## src/rtl/mux_pkg.sv

```systemverilog
// Shared definitions for the 8-slot mux / demux datapath.
// Slot count, select width and collector state encoding.
package mux_pkg;

  localparam int SLOTS = 8;
  localparam int SEL_W = 3;

  typedef enum logic {
    COLLECT = 1'b0,
    FULL    = 1'b1
  } collect_state_t;

  // One-hot slot mask for a select value.
  function automatic logic [SLOTS-1:0] sel_onehot(
    input logic [SEL_W-1:0] sel
  );
    logic [SLOTS-1:0] one;
    one = {{(SLOTS-1){1'b0}}, 1'b1};
    return one << sel;
  endfunction

endpackage

```

## src/rtl/demux8_collect_decoder.sv

```systemverilog
// 3-to-8 one-hot decoder with enable.
// Inverse of the mux select tree; yields per-slot write strobes.
module decoder_3_to_8
  import mux_pkg::*;
(
  input  logic [SEL_W-1:0] sel_i,
  input  logic             en_i,
  output logic [SLOTS-1:0] onehot_o
);

  // Gate the one-hot select with the enable.
  always_comb begin
    onehot_o = '0;
    if (en_i) begin
      onehot_o = sel_onehot(sel_i);
    end
  end

endmodule

```

## src/rtl/demux8_collect.sv

```systemverilog
// Serial-to-parallel collector: word k of a frame lands in slot k.
// Frame is presented on out0..out7 once the eighth word is stored.
module demux8_collect
  import mux_pkg::*;
#(
  parameter int N = 1
) (
  input  logic             clk,
  input  logic             rst_n,
  input  logic             clear,
  input  logic [N-1:0]     in_data,
  input  logic             in_valid,
  output logic             in_ready,
  output logic [N-1:0]     out0,
  output logic [N-1:0]     out1,
  output logic [N-1:0]     out2,
  output logic [N-1:0]     out3,
  output logic [N-1:0]     out4,
  output logic [N-1:0]     out5,
  output logic [N-1:0]     out6,
  output logic [N-1:0]     out7,
  output logic             out_valid,
  input  logic             out_ready,
  output logic [SEL_W-1:0] count
);

  collect_state_t   state_q;
  collect_state_t   state_d;
  logic [SEL_W-1:0] count_q;
  logic [SEL_W-1:0] count_d;
  logic [N-1:0]     slot_q [SLOTS];
  logic [SLOTS-1:0] wr_en;
  logic             accept;
  logic             drain;

  // Ready while collecting, or when the held frame leaves this cycle.
  always_comb begin
    in_ready = ~clear &
               ((state_q == COLLECT) | out_ready);
  end

  assign accept    = in_valid & in_ready;
  assign out_valid = (state_q == FULL);
  assign drain     = out_valid & out_ready;
  assign count     = count_q;

  // Next state and slot index; clear overrides accept and drain.
  always_comb begin
    state_d = state_q;
    count_d = count_q;
    if (clear) begin
      state_d = COLLECT;
      count_d = '0;
    end else begin
      unique case (state_q)
        COLLECT: begin
          if (accept) begin
            count_d = count_q + 1'b1;
            if (count_q == SEL_W'(SLOTS - 1)) begin
              state_d = FULL;
            end
          end
        end
        FULL: begin
          if (drain) begin
            state_d = COLLECT;
            count_d = accept ? SEL_W'(1) : SEL_W'(0);
          end
        end
        default: begin
          state_d = COLLECT;
          count_d = '0;
        end
      endcase
    end
  end

  // State and index registers.
  always_ff @(posedge clk or negedge rst_n) begin
    if (!rst_n) begin
      state_q <= COLLECT;
      count_q <= '0;
    end else begin
      state_q <= state_d;
      count_q <= count_d;
    end
  end

  // In FULL the index is 0, so a drain+accept write hits slot 0.
  decoder_3_to_8 u_dec (
    .sel_i    (count_q),
    .en_i     (accept),
    .onehot_o (wr_en)
  );

  for (genvar k = 0; k < SLOTS; k++) begin : g_slot
    // Slot register; only the decoded slot loads on accept.
    always_ff @(posedge clk or negedge rst_n) begin
      if (!rst_n) begin
        slot_q[k] <= '0;
      end else if (wr_en[k]) begin
        slot_q[k] <= in_data;
      end
    end
  end

  assign out0 = slot_q[0];
  assign out1 = slot_q[1];
  assign out2 = slot_q[2];
  assign out3 = slot_q[3];
  assign out4 = slot_q[4];
  assign out5 = slot_q[5];
  assign out6 = slot_q[6];
  assign out7 = slot_q[7];

endmodule

```

## config.mk

```make
export PLATFORM = sky130hd
export DESIGN_NAME = demux8_collect
export DESIGN_NICKNAME = d
export VERILOG_FILES = /design/src/rtl/mux_pkg.sv /design/src/rtl/demux8_collect_decoder.sv /design/src/rtl/demux8_collect.sv
export SDC_FILE = /design/constraint.sdc
export NUM_CORES = 1
export LEC_CHECK = 0
export ABC_AREA = 0
export BUFFER_PORTS_ARGS = -buffer_cell sky130_fd_sc_hd__buf_2
export CORE_AREA = 2 2 39 41
export DETAILED_ROUTE_END_ITERATION = 6
export DIE_AREA = 0 0 41 43
export PLACE_DENSITY = 0.76
export SYNTH_ARGS = -nofsm -noshare
export SYNTH_HDL_FRONTEND = slang
export SYNTH_SLANG_ARGS = --single-unit
```

## constraint.sdc

```tcl
create_clock -name clk -period 3.55 [get_ports clk]
set_input_delay 0.1775 -clock clk [delete_from_list [all_inputs] [get_ports clk]]
set_output_delay 0.1775 -clock clk [all_outputs]
set_load 0.005 [all_outputs]
```

; Word level (Yosys, flattened, before mapping)
; Index checks and enable logic that the tools add are counted.
[word_totals]
out_inout_bits = 13
reg_bits = 12
[classes]
n_addsub = 1
shifts = 1
n_eq_ne = 3
n_mux = 11
n_bitwise = 6
reduce_logical = 1
[ops]
columns = op, count
row1 = two-way mux 3 bit, 3
row2 = two-way mux 8 bit, 1
row3 = left shift 1 x 3 -> 8 bit (first input constant), 1
row4 = case mux 3 bit (2 select lines), 1
row5 = two-way mux 1 bit, 5
row6 = adder 3 x 1 -> 3 bit (second input constant), 1
row7 = bitwise AND 1 bit, 3
row8 = equality test 3 bit (second input constant), 1
row9 = != test 3 x 2 -> 1 bit (second input constant), 1
row10 = != test 3 bit (second input constant), 1
row11 = inverter 1 bit, 2
row12 = case mux 1 bit (2 select lines), 1
row13 = AND reduction 2 bit, 1
row14 = bitwise OR 1 bit, 1

; Longest topological paths before layout
[logic_depth]
depth_word = 8
mapped_depth = 4
mapped_depth_nobuf = 4

; Modules after synthesis
; Synthesis repeated with hierarchy kept, for this count alone.
[hier_totals]
cells_unflattened = 45
hier_area_um2 = 634.4
[modules_own_cells]
columns = mod, n_inst, cells_each, seq_area_each_um2, area_per_inst_um2
row1 = demux8_collect, 1, 37, 300.3, 539.3
row2 = decoder_3_to_8, 1, 8, 0.0, 95.1

; Least setup slack after synthesis
; No wires, ideal clock.
[synth_path]
kind = register to register
start = register count_q[0], in the netlist count[0]
end = register count_q[2], in the netlist count[2]
path_stages_with_launch = 5
setup_time_ns = 0.077
t_required_ns = 3.473
period_less_slack_ns = 1.401
setup_slack_ns = 2.149
arrival_time_ns = 1.323
path_cell_list = dfrtp_1 > ha_1 > ha_1 > a211o_2 > a21oi_1
[synth_between]
elab_chain_len = 4
[synth_rtl]
columns = element, line_no
row1 = start: declaration, demux8_collect.sv:29  ; logic [SEL_W-1:0] count_q;
row2 = start signal: assignment, demux8_collect.sv:85  ; count_q <= count_d;
row3 = adder 3 x 1 -> 3 bit, demux8_collect.sv:58  ; count_d = count_q + 1'b1;
row4 = two-way mux 3 bit, demux8_collect.sv:57  ; if (accept) begin
row5 = case mux 3 bit (2 select lines), demux8_collect.sv:55  ; unique case (state_q)
row6 = two-way mux 3 bit, demux8_collect.sv:51  ; if (clear) begin
; No other way between the ends. The select of a mux whose other input is x is not followed.
; A chain may end at the register's enable or synchronous reset.

; Worst setup path in the final report
; Same ends and word-level chain as after synthesis.

==> reports/metrics.cfg <==
[status]
status = finished clean

[global_route]
antenna_found_initial = 0
gr-usage-all-layers_pct = 18.5
grt_start_max_net_pins = 13
grt_pass1_wl_um = 2150
grt_pass1_vias = 458
globalRoute.totalOverflow = 0

[power_and_ir_drop]
p_total_w = 0.000322
p_seq_share_pct = 53.3
internal_power_w = 0.000237
p_sw_w = 0.0000849
cellPowerDensity_nw_per_um2 = 416
swShare_pct = 26.4
power.leakage_nw = 0.396
comb_power_share_pct = 21.6
p_clk_share_pct = 25.1
ir_worst_vdd_mv = 0.158

[worst_hold_path]
hold_path_end = count[2]$_DFFE_PN0P_
hold_path_depth = 2
hold_class = input pin to flip-flop
worstHoldStart = clear

[sta]
period_share_pct = 42.0
post-route-min-period_ns = 1.49
fin_skew_ns = 0.00158
setup_viol = 0
slew_headroom_pct = 77.0
hold_violations = 0
fmax_mhz = 671
maxSlewViolCount = 0
fin_setup_tns_ns = 0
tightest_slew_ns = 0.337
rsz0062_at_grt = false

[critical_path]
endpoint_kind = flip-flop
crit_type = flip-flop to flip-flop
critPathSlowestCell = dfrtp_1
worstRegToRegCells = 4
crit_buf_inv = 0
cp_max_fo = 6
cp_top_family = adder cells
r2r_end = count[2]$_DFFE_PN0P_
required_ns = 3.75
crit_path_cell_trace = ha_1 -> ha_1 -> a211o_2 -> a21oi_1
r2r_start = count[0]$_DFFE_PN0P_
rrSetupSlack_ns = 2.06
cp.arrival_ns = 1.69
cp-start-kind = flip-flop
cpMostUsedCell = ha_1
critPathMaxStageDelay_ns = 0.44

[clocking]
cts_max_level = 1
cts_tree = built
clkLatencyLatePin_ns = 0.27
cts_buffers = 3
cts-root-buf = clkbuf_4
cts_resized = 0
ctsHoldBuffers = 1
cts_sinks = 12
clk_pin_slew_ns = 0.06
cts_setup_buffers = 0
clk_path_buf_depth = 2

[floorplanning]
die_h_um = 43
initial_utilization_pct = 46.7
die_x_um = 41
rows = 14
core-area_sq_um = 1380
dieArea_sq_um = 1760
ioPinCount = 19

[run]
drv_cap = 0

[finish]
num-fill-cells = 121
multi_input_area_sq_um = 319
antenna_cells = 0
layout_commonest_cell = buf_2
regArea_sq_um = 300
most-common-layout-cells = buf_2 (18), dfrtp_1 (12), mux2_2 (8), nand4_1 (6), ha_1 (6)
drive_gt1_share_pct = 42.9
nets = 91
area_delta_synth_final_pct = 19.5

[detailed_routing]
route.vias.total = 513
wl_um = 1320
viasPerCell = 5.52
route.detailed.drc = 0
ant_nets = 0
wire_per_inst_um = 14.2
firstDrtPassIters = 5
drt_iter0_drc = 9

[synthesis]
yosysWarnings = 0
syn_area_per_cell_sq_um = 11.3
synth_area_sq_um = 647
ys_ff_latch = 12
ys_types = 18
synth_nets = 69
syn_inst = 57
synth-seq-area-share_pct = 46.4

[placed_design]
portBuffers = 18
place_congestion = 0.795
dp_hpwl_um = 999

metrics by stage:
stage	setup slack (ns)	area (sq um)	hold WS [ns]	utilization [%]	std cells
after floorplan	2.15	647	-0.118	-	57
after global placement	2.15	741	0.0658	53.5	89
after detailed placement	2.09	741	0.0722	53.5	89
after CTS	2.07	773	0.127	55.9	93
after global routing	1.98	773	0.142	55.9	93
final	2.06	773	0.133	55.9	93
power groups by stage:
stage | clock, W | sequential, W | combinational (W)
finish | 0.0000809 | 0.000172 | 0.0000694
detailed placement | 0 | 0.000175 | 0.0000695
floorplan | 0 | 0.000175 | 0.0000319
global route | 0.0000919 | 0.000175 | 0.0000778
global placement | 0 | 0.000172 | 0.0000672
CTS | 0.0000848 | 0.000172 | 0.0000705
how the worst max path moves through the flow:
stage	startpoint	to	slack [ns]	cells after the start
after floorplan	count[0]$_DFFE_PN0P_	count[2]$_DFFE_PN0P_	2.15	4
after global placement	count[0]$_DFFE_PN0P_	count[2]$_DFFE_PN0P_	2.15	4
after detailed placement	count[0]$_DFFE_PN0P_	count[2]$_DFFE_PN0P_	2.09	4
after CTS	count[0]$_DFFE_PN0P_	count[2]$_DFFE_PN0P_	2.07	4
after global routing	count[2]$_DFFE_PN0P_	count[2]$_DFFE_PN0P_	1.98	4
final	count[0]$_DFFE_PN0P_	count[2]$_DFFE_PN0P_	2.06	4
layer usage:
layer	share of wire, %	vias to the layer above	GRT usage, %	routed length (um)
li1	-	244	-	-
met1	42	244	24.1	556
met5	0	-	0	0
met2	51	20	27.8	668
met3	4.4	5	1.57	58
met4	2.7	0	12.0	35
worst reg2reg max path: stages (launching register included):
cell and delay, ns:
dfrtp_1 0.44, ha_1 0.26, ha_1 0.28, a211o_2 0.32
a21oi_1 0.11
state kept, by name, indices dropped and copies added (netlist names):
name,count
out_valid,1
out4,1
out5,1
out0,1
out1,1
out6,1
out3,1
out7,1
out2,1
count,3
synth_stat cells:
master     instances  share of area, %
a2111oi_0          1               1.4
and2b_2            2               2.7
ha_1               6                12
o21ai_0            1              0.77
and3b_2            1               1.5
a21oi_1            4               3.1
nand2_1            2               1.2
nand3_1            2               1.5
nand2b_1           1              0.97
a211o_2            1               1.5
buf_2              1              0.77
nor2b_1            1              0.97
inv_1              3               1.7
nor2_1             4               2.3
dfrtp_1           12                46
mux2_2             8                14
nand4_1            6               5.8
buf_6              1               1.7
area by class of cell:
type	count	share of cell area, %
multi-input cells	40	41.3
flip-flops and latches	12	38.8
repair buffers	19	12.9
clock buffers	3	2.91
well taps	16	2.59
inverters	3	1.46
cell families after synthesis:
group / after synthesis / share of synthesized area, %
AO/OA/AOI/OAI: 7 / 6.77
multiplexers: 8 / 13.9
buffers and inverters: 5 / 4.25
flip-flops: 12 / 46.4
adder cells (fa/ha/maj): 6 / 11.6
AND/OR/NAND/NOR: 19 / 17.0
(Power assumes the default switching activity.)
